## config.mk

```make
export PLATFORM = sky130hd
export DESIGN_NAME = music_note_player_flat
export DESIGN_NICKNAME = d
export VERILOG_FILES = /design/src/rtl/music_note_player_if.sv /design/src/rtl/music_note_player.sv /design/src/flat_wrapper.sv
export SDC_FILE = /design/constraint.sdc
export NUM_CORES = 1
export LEC_CHECK = 0
export CAP_MARGIN = 0
export CORE_ASPECT_RATIO = 0.9
export CORE_MARGIN = 3
export CORE_UTILIZATION = 53
export CTS_CLUSTER_SIZE = 24
export DETAILED_ROUTE_END_ITERATION = 10
export HOLD_SLACK_MARGIN = 0.05
export PLACE_DENSITY = 0.76
export SETUP_SLACK_MARGIN = 0.15
export SKIP_LAST_GASP = 1
export SLEW_MARGIN = 25
export SYNTH_ARGS = -nofsm -noshare
export SYNTH_HDL_FRONTEND = slang
export SYNTH_SLANG_ARGS = --single-unit
```

## constraint.sdc

```tcl
create_clock -name clk -period 3.05 [get_ports clk]
set_input_delay 0.915 -clock clk [delete_from_list [all_inputs] [get_ports clk]]
set_output_delay 0.915 -clock clk [all_outputs]
set_load 0.01 [all_outputs]
```

## src/rtl/music_note_player_if.sv

```systemverilog
// Control/bus bundle between game control, address counter / melody ROM and the note player.
// master = game control plus counter/ROM side, slave = music_note_player.
interface music_note_player_if;
    logic        play;
    logic        stop;
    logic [2:0]  seg_sel;
    logic        addr_finish;
    logic [15:0] rom_data;
    logic        addr_en;
    logic [30:0] mode;
    logic        buzzer;
    logic [15:0] note;
    logic        busy;
    logic        done;

    modport master (
        output play, stop, seg_sel, addr_finish, rom_data,
        input  addr_en, mode, buzzer, note, busy, done
    );

    modport slave (
        input  play, stop, seg_sel, addr_finish, rom_data,
        output addr_en, mode, buzzer, note, busy, done
    );
endinterface

```

## src/rtl/music_note_player.sv

```systemverilog
// Melody player: primes the address counter, fetches ROM words and plays each as a beat-timed square-wave tone.
// Define LOOP_PLAY_EN to add a loop input that restarts the segment instead of finishing.
module music_note_player #(
    parameter int BEAT_CYCLES = 12_500_000,
    parameter int TICK_DIV    = 50,
    parameter int ROM_LAT     = 1
) (
    input  logic clk,
    input  logic rst,
`ifdef LOOP_PLAY_EN
    input  logic loop,
`endif
    music_note_player_if.slave bus
);
    localparam int BEAT_W = (BEAT_CYCLES > 1) ? $clog2(BEAT_CYCLES) : 1;
    localparam int TICK_W = (TICK_DIV > 1) ? $clog2(TICK_DIV) : 1;
    localparam logic [BEAT_W-1:0] BEAT_LAST  = BEAT_W'(BEAT_CYCLES - 1);
    localparam logic [TICK_W-1:0] TICK_LAST  = TICK_W'(TICK_DIV - 1);
    localparam logic [1:0]        FETCH_LAST = 2'(ROM_LAT);

    localparam logic [2:0] S_IDLE  = 3'd0;
    localparam logic [2:0] S_PRIME = 3'd1;
    localparam logic [2:0] S_FETCH = 3'd2;
    localparam logic [2:0] S_PLAY  = 3'd3;
    localparam logic [2:0] S_DONE  = 3'd4;

    logic [2:0]        r_state;
    logic              r_prime_cnt;
    logic [1:0]        r_fetch_cnt;
    logic [BEAT_W-1:0] r_beat_cnt;
    logic [3:0]        r_beat_idx;
    logic [TICK_W-1:0] r_tick_cnt;
    logic [11:0]       r_half_cnt;
    logic              r_last_flag;
    logic              r_buzzer;
    logic [15:0]       r_note;
    logic [2:0]        r_mode;

    logic w_loop;
    logic w_play_last;
    logic w_half_last;

`ifdef LOOP_PLAY_EN
    assign w_loop = loop;
`else
    assign w_loop = 1'b0;
`endif

    assign w_play_last = (r_state == S_PLAY) && (r_beat_cnt == BEAT_LAST)
                         && (r_beat_idx == r_note[15:12]);
    assign w_half_last = (r_half_cnt == (r_note[11:0] - 12'd1));

    // The in-play advance strobe lands on the final PLAY cycle so the next fetch overlaps nothing.
    assign bus.addr_en = (r_state == S_PRIME) || (w_play_last && !r_last_flag);
    assign bus.mode    = {28'd0, r_mode};
    assign bus.buzzer  = r_buzzer;
    assign bus.note    = r_note;
    assign bus.busy    = (r_state == S_PRIME) || (r_state == S_FETCH) || (r_state == S_PLAY);
    assign bus.done    = (r_state == S_DONE);

    // NOTE: non-blocking assignments keep every register sampling pre-edge values, independent of statement order.
    always_ff @(posedge clk or posedge rst) begin
        if (rst) begin
            r_state     <= S_IDLE;
            r_prime_cnt <= 1'b0;
            r_fetch_cnt <= 2'd0;
            r_beat_cnt  <= '0;
            r_beat_idx  <= 4'd0;
            r_tick_cnt  <= '0;
            r_half_cnt  <= 12'd0;
            r_last_flag <= 1'b0;
            r_buzzer    <= 1'b0;
            r_note      <= 16'd0;
            r_mode      <= 3'd0;
        end else if (bus.stop) begin
            r_state  <= S_IDLE;
            r_buzzer <= 1'b0;
        end else begin
            case (r_state)
                S_IDLE, S_DONE: begin
                    if (bus.play) begin
                        r_mode      <= bus.seg_sel;
                        r_prime_cnt <= 1'b0;
                        r_state     <= S_PRIME;
                    end
                end
                S_PRIME: begin
                    r_prime_cnt <= 1'b1;
                    if (r_prime_cnt) begin
                        r_fetch_cnt <= 2'd0;
                        r_state     <= S_FETCH;
                    end
                end
                S_FETCH: begin
                    if (r_fetch_cnt == FETCH_LAST) begin
                        r_note      <= bus.rom_data;
                        r_last_flag <= bus.addr_finish;
                        r_beat_cnt  <= '0;
                        r_beat_idx  <= 4'd0;
                        r_tick_cnt  <= '0;
                        r_half_cnt  <= 12'd0;
                        r_buzzer    <= 1'b0;
                        r_state     <= S_PLAY;
                    end else begin
                        r_fetch_cnt <= r_fetch_cnt + 2'd1;
                    end
                end
                S_PLAY: begin
                    if (w_play_last) begin
                        r_buzzer <= 1'b0;
                        if (!r_last_flag) begin
                            r_fetch_cnt <= 2'd0;
                            r_state     <= S_FETCH;
                        end else if (w_loop) begin
                            r_prime_cnt <= 1'b0;
                            r_state     <= S_PRIME;
                        end else begin
                            r_state <= S_DONE;
                        end
                    end else begin
                        if (r_beat_cnt == BEAT_LAST) begin
                            r_beat_cnt <= '0;
                            r_beat_idx <= r_beat_idx + 4'd1;
                        end else begin
                            r_beat_cnt <= r_beat_cnt + 1'b1;
                        end
                        if (r_tick_cnt == TICK_LAST) begin
                            r_tick_cnt <= '0;
                            // A zero half-period is a rest: the tone never toggles.
                            if (r_note[11:0] != 12'd0) begin
                                if (w_half_last) begin
                                    r_half_cnt <= 12'd0;
                                    r_buzzer   <= ~r_buzzer;
                                end else begin
                                    r_half_cnt <= r_half_cnt + 12'd1;
                                end
                            end
                        end else begin
                            r_tick_cnt <= r_tick_cnt + 1'b1;
                        end
                    end
                end
                default: r_state <= S_IDLE;
            endcase
        end
    end
endmodule

```

## src/flat_wrapper.sv

```systemverilog
// flat-port wrapper written by rule: the top's interface ports become plain ports
module music_note_player_flat 
#(
    parameter int BEAT_CYCLES = 12_500_000,
    parameter int TICK_DIV    = 50,
    parameter int ROM_LAT     = 1
)
  (clk, rst, bus_play, bus_stop, bus_seg_sel, bus_addr_finish, bus_rom_data, bus_addr_en, bus_mode, bus_buzzer, bus_note, bus_busy, bus_done);
  music_note_player_if bus_i ();
  input  logic clk;
  input  logic rst;
  input wire logic [$bits(bus_i.play)-1:0] bus_play;
  input wire logic [$bits(bus_i.stop)-1:0] bus_stop;
  input wire logic [$bits(bus_i.seg_sel)-1:0] bus_seg_sel;
  input wire logic [$bits(bus_i.addr_finish)-1:0] bus_addr_finish;
  input wire logic [$bits(bus_i.rom_data)-1:0] bus_rom_data;
  output wire logic [$bits(bus_i.addr_en)-1:0] bus_addr_en;
  output wire logic [$bits(bus_i.mode)-1:0] bus_mode;
  output wire logic [$bits(bus_i.buzzer)-1:0] bus_buzzer;
  output wire logic [$bits(bus_i.note)-1:0] bus_note;
  output wire logic [$bits(bus_i.busy)-1:0] bus_busy;
  output wire logic [$bits(bus_i.done)-1:0] bus_done;
  assign bus_i.play = bus_play;
  assign bus_i.stop = bus_stop;
  assign bus_i.seg_sel = bus_seg_sel;
  assign bus_i.addr_finish = bus_addr_finish;
  assign bus_i.rom_data = bus_rom_data;
  assign bus_addr_en = bus_i.addr_en;
  assign bus_mode = bus_i.mode;
  assign bus_buzzer = bus_i.buzzer;
  assign bus_note = bus_i.note;
  assign bus_busy = bus_i.busy;
  assign bus_done = bus_i.done;
  music_note_player #(.BEAT_CYCLES(BEAT_CYCLES), .TICK_DIV(TICK_DIV), .ROM_LAT(ROM_LAT)) u_core (.clk(clk), .rst(rst), .bus(bus_i));
endmodule
```

# Word-level counts from Yosys, hierarchy flattened
# Index checks and enable logic that the tools add are counted.
# word_totals
word_cells,107
n_memories,0
mem_bits_ro,0
ff_bits,73
out_inout_bits,51
in_bits,24
mem_bits_rw,0
latch_bits,0
# classes
shift,0
n_mux,39
n_div,0
n_mul,0
bitwise,2
n_lt_le_gt_ge,0
add_sub_neg,6
reduce_logical,23
eq_ne,26
# ops
cell,n
24-bit two-way mux,3
12-bit two-way mux,5
24-bit one-hot mux with 2 select lines,1
24-bit by 1-bit adder with 24-bit output (second input constant),1
24-bit == test (second input constant),1
12-bit one-hot mux with 2 select lines,1
3-bit two-way mux,6
6-bit two-way mux,3
2-bit != test (second input constant),8
12-bit by 1-bit adder with 12-bit output (second input constant),1
12-bit == test,1
4-bit two-way mux,3
3-bit one-hot mux with 4 select lines,1
6-bit one-hot mux with 2 select lines,1
6-bit AND reduction,2
12-bit nonzero test,1
12-bit by 1-bit subtractor with 12-bit output (second input constant),1
5-bit AND reduction,2
3-bit AND reduction,3
2-bit two-way mux,4
4-bit by 3-bit != test with 1-bit output (second input constant),2
4-bit one-hot mux with 2 select lines,1
4-bit AND reduction,2
1-bit two-way mux,7
23 further kinds,35

# Logic depth before layout (Yosys ltp)
# logic_depth
word_depth,8
mapped_depth,10
depth_no_buf,9

# Worst setup path after synthesis
# No wires, ideal clock.
# synth_timing
path_type,in2reg
start,input port bus_stop
end,register u_core.r_tick_cnt[5]
t_required_ps,2986
cell_stages,7
t_arrival_ps,2781
path_buffers,1
setup_time_ps,64
slack_ps,206
cell_sequence,buf_2 or4_4 a21oi_1 o21ai_4 or4_1 a21oi_1 a21o_1
# synth_between
elab_chain_len,2
# synth_lines
item,line,source
start: declaration,flat_wrapper.sv:13,input wire logic [$bits(bus_i.stop)-1:0] bus_stop;
1-bit inverter (no source line),n/a,
4-bit AND reduction (no source line),n/a,
end signal: assignment,music_note_player.sv:139,r_tick_cnt <= r_tick_cnt + 1'b1;
end: declaration,music_note_player.sv:32,logic [TICK_W-1:0] r_tick_cnt;
# Every way passes these cells.
# A chain may end at the register's enable or synchronous reset.

# Worst setup path in the final report
# layout_timing
start,register u_core.r_beat_cnt[9]
end,output port bus_addr_en
# layout_between
elab_chain_len,5
# layout_lines
item,line,source
start: declaration,music_note_player.sv:30,logic [BEAT_W-1:0] r_beat_cnt;
start signal: assignment,music_note_player.sv:125,r_beat_cnt <= r_beat_cnt + 1'b1;
24-bit == test,music_note_player.sv:49,assign w_play_last = (r_state == S_PLAY) && (r_beat_cnt == BEAT_LAST)
1-bit logical AND,music_note_player.sv:49,
1-bit logical AND,music_note_player.sv:50,&& (r_beat_idx == r_note[15:12]);
1-bit logical AND,music_note_player.sv:54,assign bus.addr_en = (r_state == S_PRIME) || (w_play_last && !r_last_flag);
1-bit logical OR,music_note_player.sv:54,
end: declaration,flat_wrapper.sv:17,output wire logic [$bits(bus_i.addr_en)-1:0] bus_addr_en;
# Every way passes these cells.

==> results.md <==
* Crit-path slowest cell: or4_4
* Pre-CTS setup slack at -177.2 ps
* Leak at 0.002449 uW
* Relative slew slack at between 60% and 70%
* Core Rows at 31
* Worst skew pair latency at 350 ps
* Filler instances at 650
* Worst-margin pin slew at about 580 ps
* Mapped Cells at 509
* Async S/R FF share, synth at 100.0%
* GR Overflow Total at 0
* Largest net degree at the start of global routing at between 50 and 60
* Syn avg cell area at approximately 9.0 um^2
* Clock Skews at between 5 and 6 ps
* Finished Cell Area at 5504 um^2
* CTS Hold Buffers Added at 0
* Top FF cell, synth: dfrtp_1
* Area growth syn-to-layout at 20.32%
* FF+latch count, synth at 73
* Pwr dens at 490.8 nW/um^2
* CTS Buf Count at 9
* Worst path max stage delay at roughly 550 ps
* Die area at about 10000 um^2
* Vert. Die Dim at ~94 um
* Status: complete, but fails checks
* Pre-antenna DRT Iters at 5
* Slew Viols, Final at 0
* DRT iter0 DRCs at 330
* Die outline width at slightly above 100 um
* Drt wl/cell at between 15 and 20 um
* Worst Path Max Fanout at 2
* DPL Wire Length at a little over 8 mm
* Gr usage total at a little under a quarter
* Via/cell ratio at 5.840
* Final ANT Viol Nets at 0
* Placed cell count at 690
* Max Clk Rate at ~0.32 GHz
* Crit path kind: register to output port
* CP startpoint kind: register
* Placed cell area at ~5300 um^2
* Synth area leader: dfrtp_1
* Crit. End Element: output port
* Vias in the first global route at a little under 4000
* Number of max-cap violations at 0
* RSZ-0062 raised after global routing: yes
* Multi-input logic area at ~2500 um^2
* Final Hold Viols at 0
* CTS tree: done
* Ant diodes at 0
* # clock sinks at 73
* WL final at 11.32 mm
* Vias at just over 4000
* Setup-failing EPs final at 1
* Final worst-path cycle share at 101.3%
* Buffer depth of the longest clock path at 2
* Fin Hold WS at ~520 ps
* Final worst-path setup slack at -39.03 ps
* IR drop worst, VDD at between 0.4 and 0.5 mV
* Post-synth EDFFs at 0
* CP Cell Sequence: or4_4, nor4_4, nand4_1, o21ai_1, and2_4, buf_6
* Failing checks: setup timing
* Final net count at a little over 600
* Worst min path class: register to register
* Synth warnings at 0
* Share of post-route cells with drive strength above 1 at roughly 18%
* Port Buf Inserts at 46
* Commonest cells after routing, fill and taps aside: dfrtp_1, o21ai_0, buf_4, clkdlybuf4s50_1, nand2_1
* Fin cells at around 710
* Fin crit period at roughly 3100 ps
* Sequential area share after synthesis at around two fifths
* CTS root buffer: clkbuf_8
* Share of the synthesized area in the top cell type at 39.93%
* Synthesized area at around 4600 um^2
* First-pass GRT wire length at ~19 mm
* Distinct cells, synth at 62
* Routability cong. at around 0.88
* Initial core utilization at 55.63%
* Clock H-tree levels at 3
* Synth area leaders: dfrtp_1, o21ai_0, mux2_2, buf_4, nand3_1
* Crit path required time at 2130 ps
* DRC at 0
* Clock slew at reported path FFs at about 70 ps
* Most common cell after layout, fill and taps aside: dfrtp_1
* # IOs at 75
* Register Area at ~1800 um^2
* Data arrival, critical path at 2170 ps
* Initial antenna violation count at 0
* Core Footprint at just over 8000 um^2
## stage by stage
| step | setup TNS (ps) | total power [uW] | utilization [%] |
|---|---|---|---|
| after floorplan | 0 | 1794 | - |
| after global placement | -208.1 | 1994 | 64.44 |
| after detailed placement | -440.9 | 2041 | 64.44 |
| after CTS | -34.74 | 2687 | 66.40 |
| after global routing | -120.0 | 2871 | 66.94 |
| final | -39.03 | 2701 | 66.94 |
## path summary, 6_finish.rpt
check | depth (start not counted) | startpoint | slack (ps) | end
min reg2reg | 1 | u_core.r_beat_cnt[23] | 520 | u_core.r_beat_cnt[23]
min | 1 | u_core.r_beat_cnt[23] | 520 | u_core.r_beat_cnt[23]
max | 6 | u_core.r_beat_cnt[9] | -40 | bus_addr_en
max in group asynchronous | 3 | rst | 1530 | u_core.r_tick_cnt[3]
max reg2reg | 9 | u_core.r_beat_cnt[5] | 330 | u_core.r_half_cnt[3]
min in group asynchronous | 2 | rst | 880 | u_core.r_tick_cnt[1]
## critical path: cells and delay by family (launching register included)
family / cells / cell delay (ps)
buf+inv: 1 / 100
flops: 1 / 380
compound gates: 1 / 170
simple gates: 4 / 1180
## what timing repair did
item / CTS / global route
setup buffers: 0 / 2
pin swaps: 3 / 5
cloned: 0 / 0
setup endpoints to repair: 1 / 15
gates resized for setup: 8 / 7
## cells by family after synthesis
| group | after synthesis | share of synthesized area, % |
|---|---|---|
| compound gates | 114 | 15.37 |
| xor+xnor | 19 | 3.638 |
| fa+ha+maj | 7 | 1.915 |
| buf+inv | 69 | 8.643 |
| flops | 73 | 39.93 |
| mux | 28 | 6.729 |
| other cells | 1 | 0.08198 |
| simple gates | 198 | 23.69 |
## cells in the mapped netlist, types with 3 or more instances
cell and instances:
and2_1 6, xnor2_1 6, buf_4 30, o21ai_0 53, a21oi_1 16, nand4_1 12
inv_1 17, nor4_1 8, xor2_1 13, a31oi_1 6, nand2b_1 13, nor2_1 34
o22ai_1 4, ha_1 7, nand2_1 39, o31ai_1 10, dfrtp_1 73, nor2b_1 3
nor3_1 12, and3_1 15, nand3_1 30, mux2_2 22, o211ai_1 4, clkbuf_1 12
or4_1 5, buf_2 7, mux2i_1 6
## routing by layer
| metal | global-route usage, % | share of wire (%) | up-vias |
|---|---|---|---|
| li1 | - | - | 1934 |
| met4 | 8.527 | 1.6 | 0 |
| met3 | 5.017 | 8.0 | 20 |
| met2 | 36.47 | 45 | 185 |
| met1 | 32.76 | 45 | 1978 |
| met5 | 0 | 0 | - |
## power by group
part	leakage, uW	internal [uW]	switching [uW]
registers	0.000952	1120	207
clock network	0.0000782	304	336
logic	0.00142	354	376
## flip-flops by register name, indices dropped and copies added, names as in the netlist, 2 cells and up
register / count
u_core.r_mode: 3
u_core.r_tick_cnt: 6
u_core.r_state: 3
u_core.r_beat_idx: 4
u_core.r_half_cnt: 12
u_core.r_beat_cnt: 24
u_core.r_fetch_cnt: 2
u_core.bus.note: 16
## layout make-up
class	count	area share, %
Clock inverter	1	0.09093
Timing Repair Buffer	93	15.03
Sequential cell	73	33.19
Clock buffer	12	2.637
Inverter	17	1.159
Tap cell	115	2.614
Multi-Input combinational cell	394	45.28
Power figures use the tool's default switching activity.
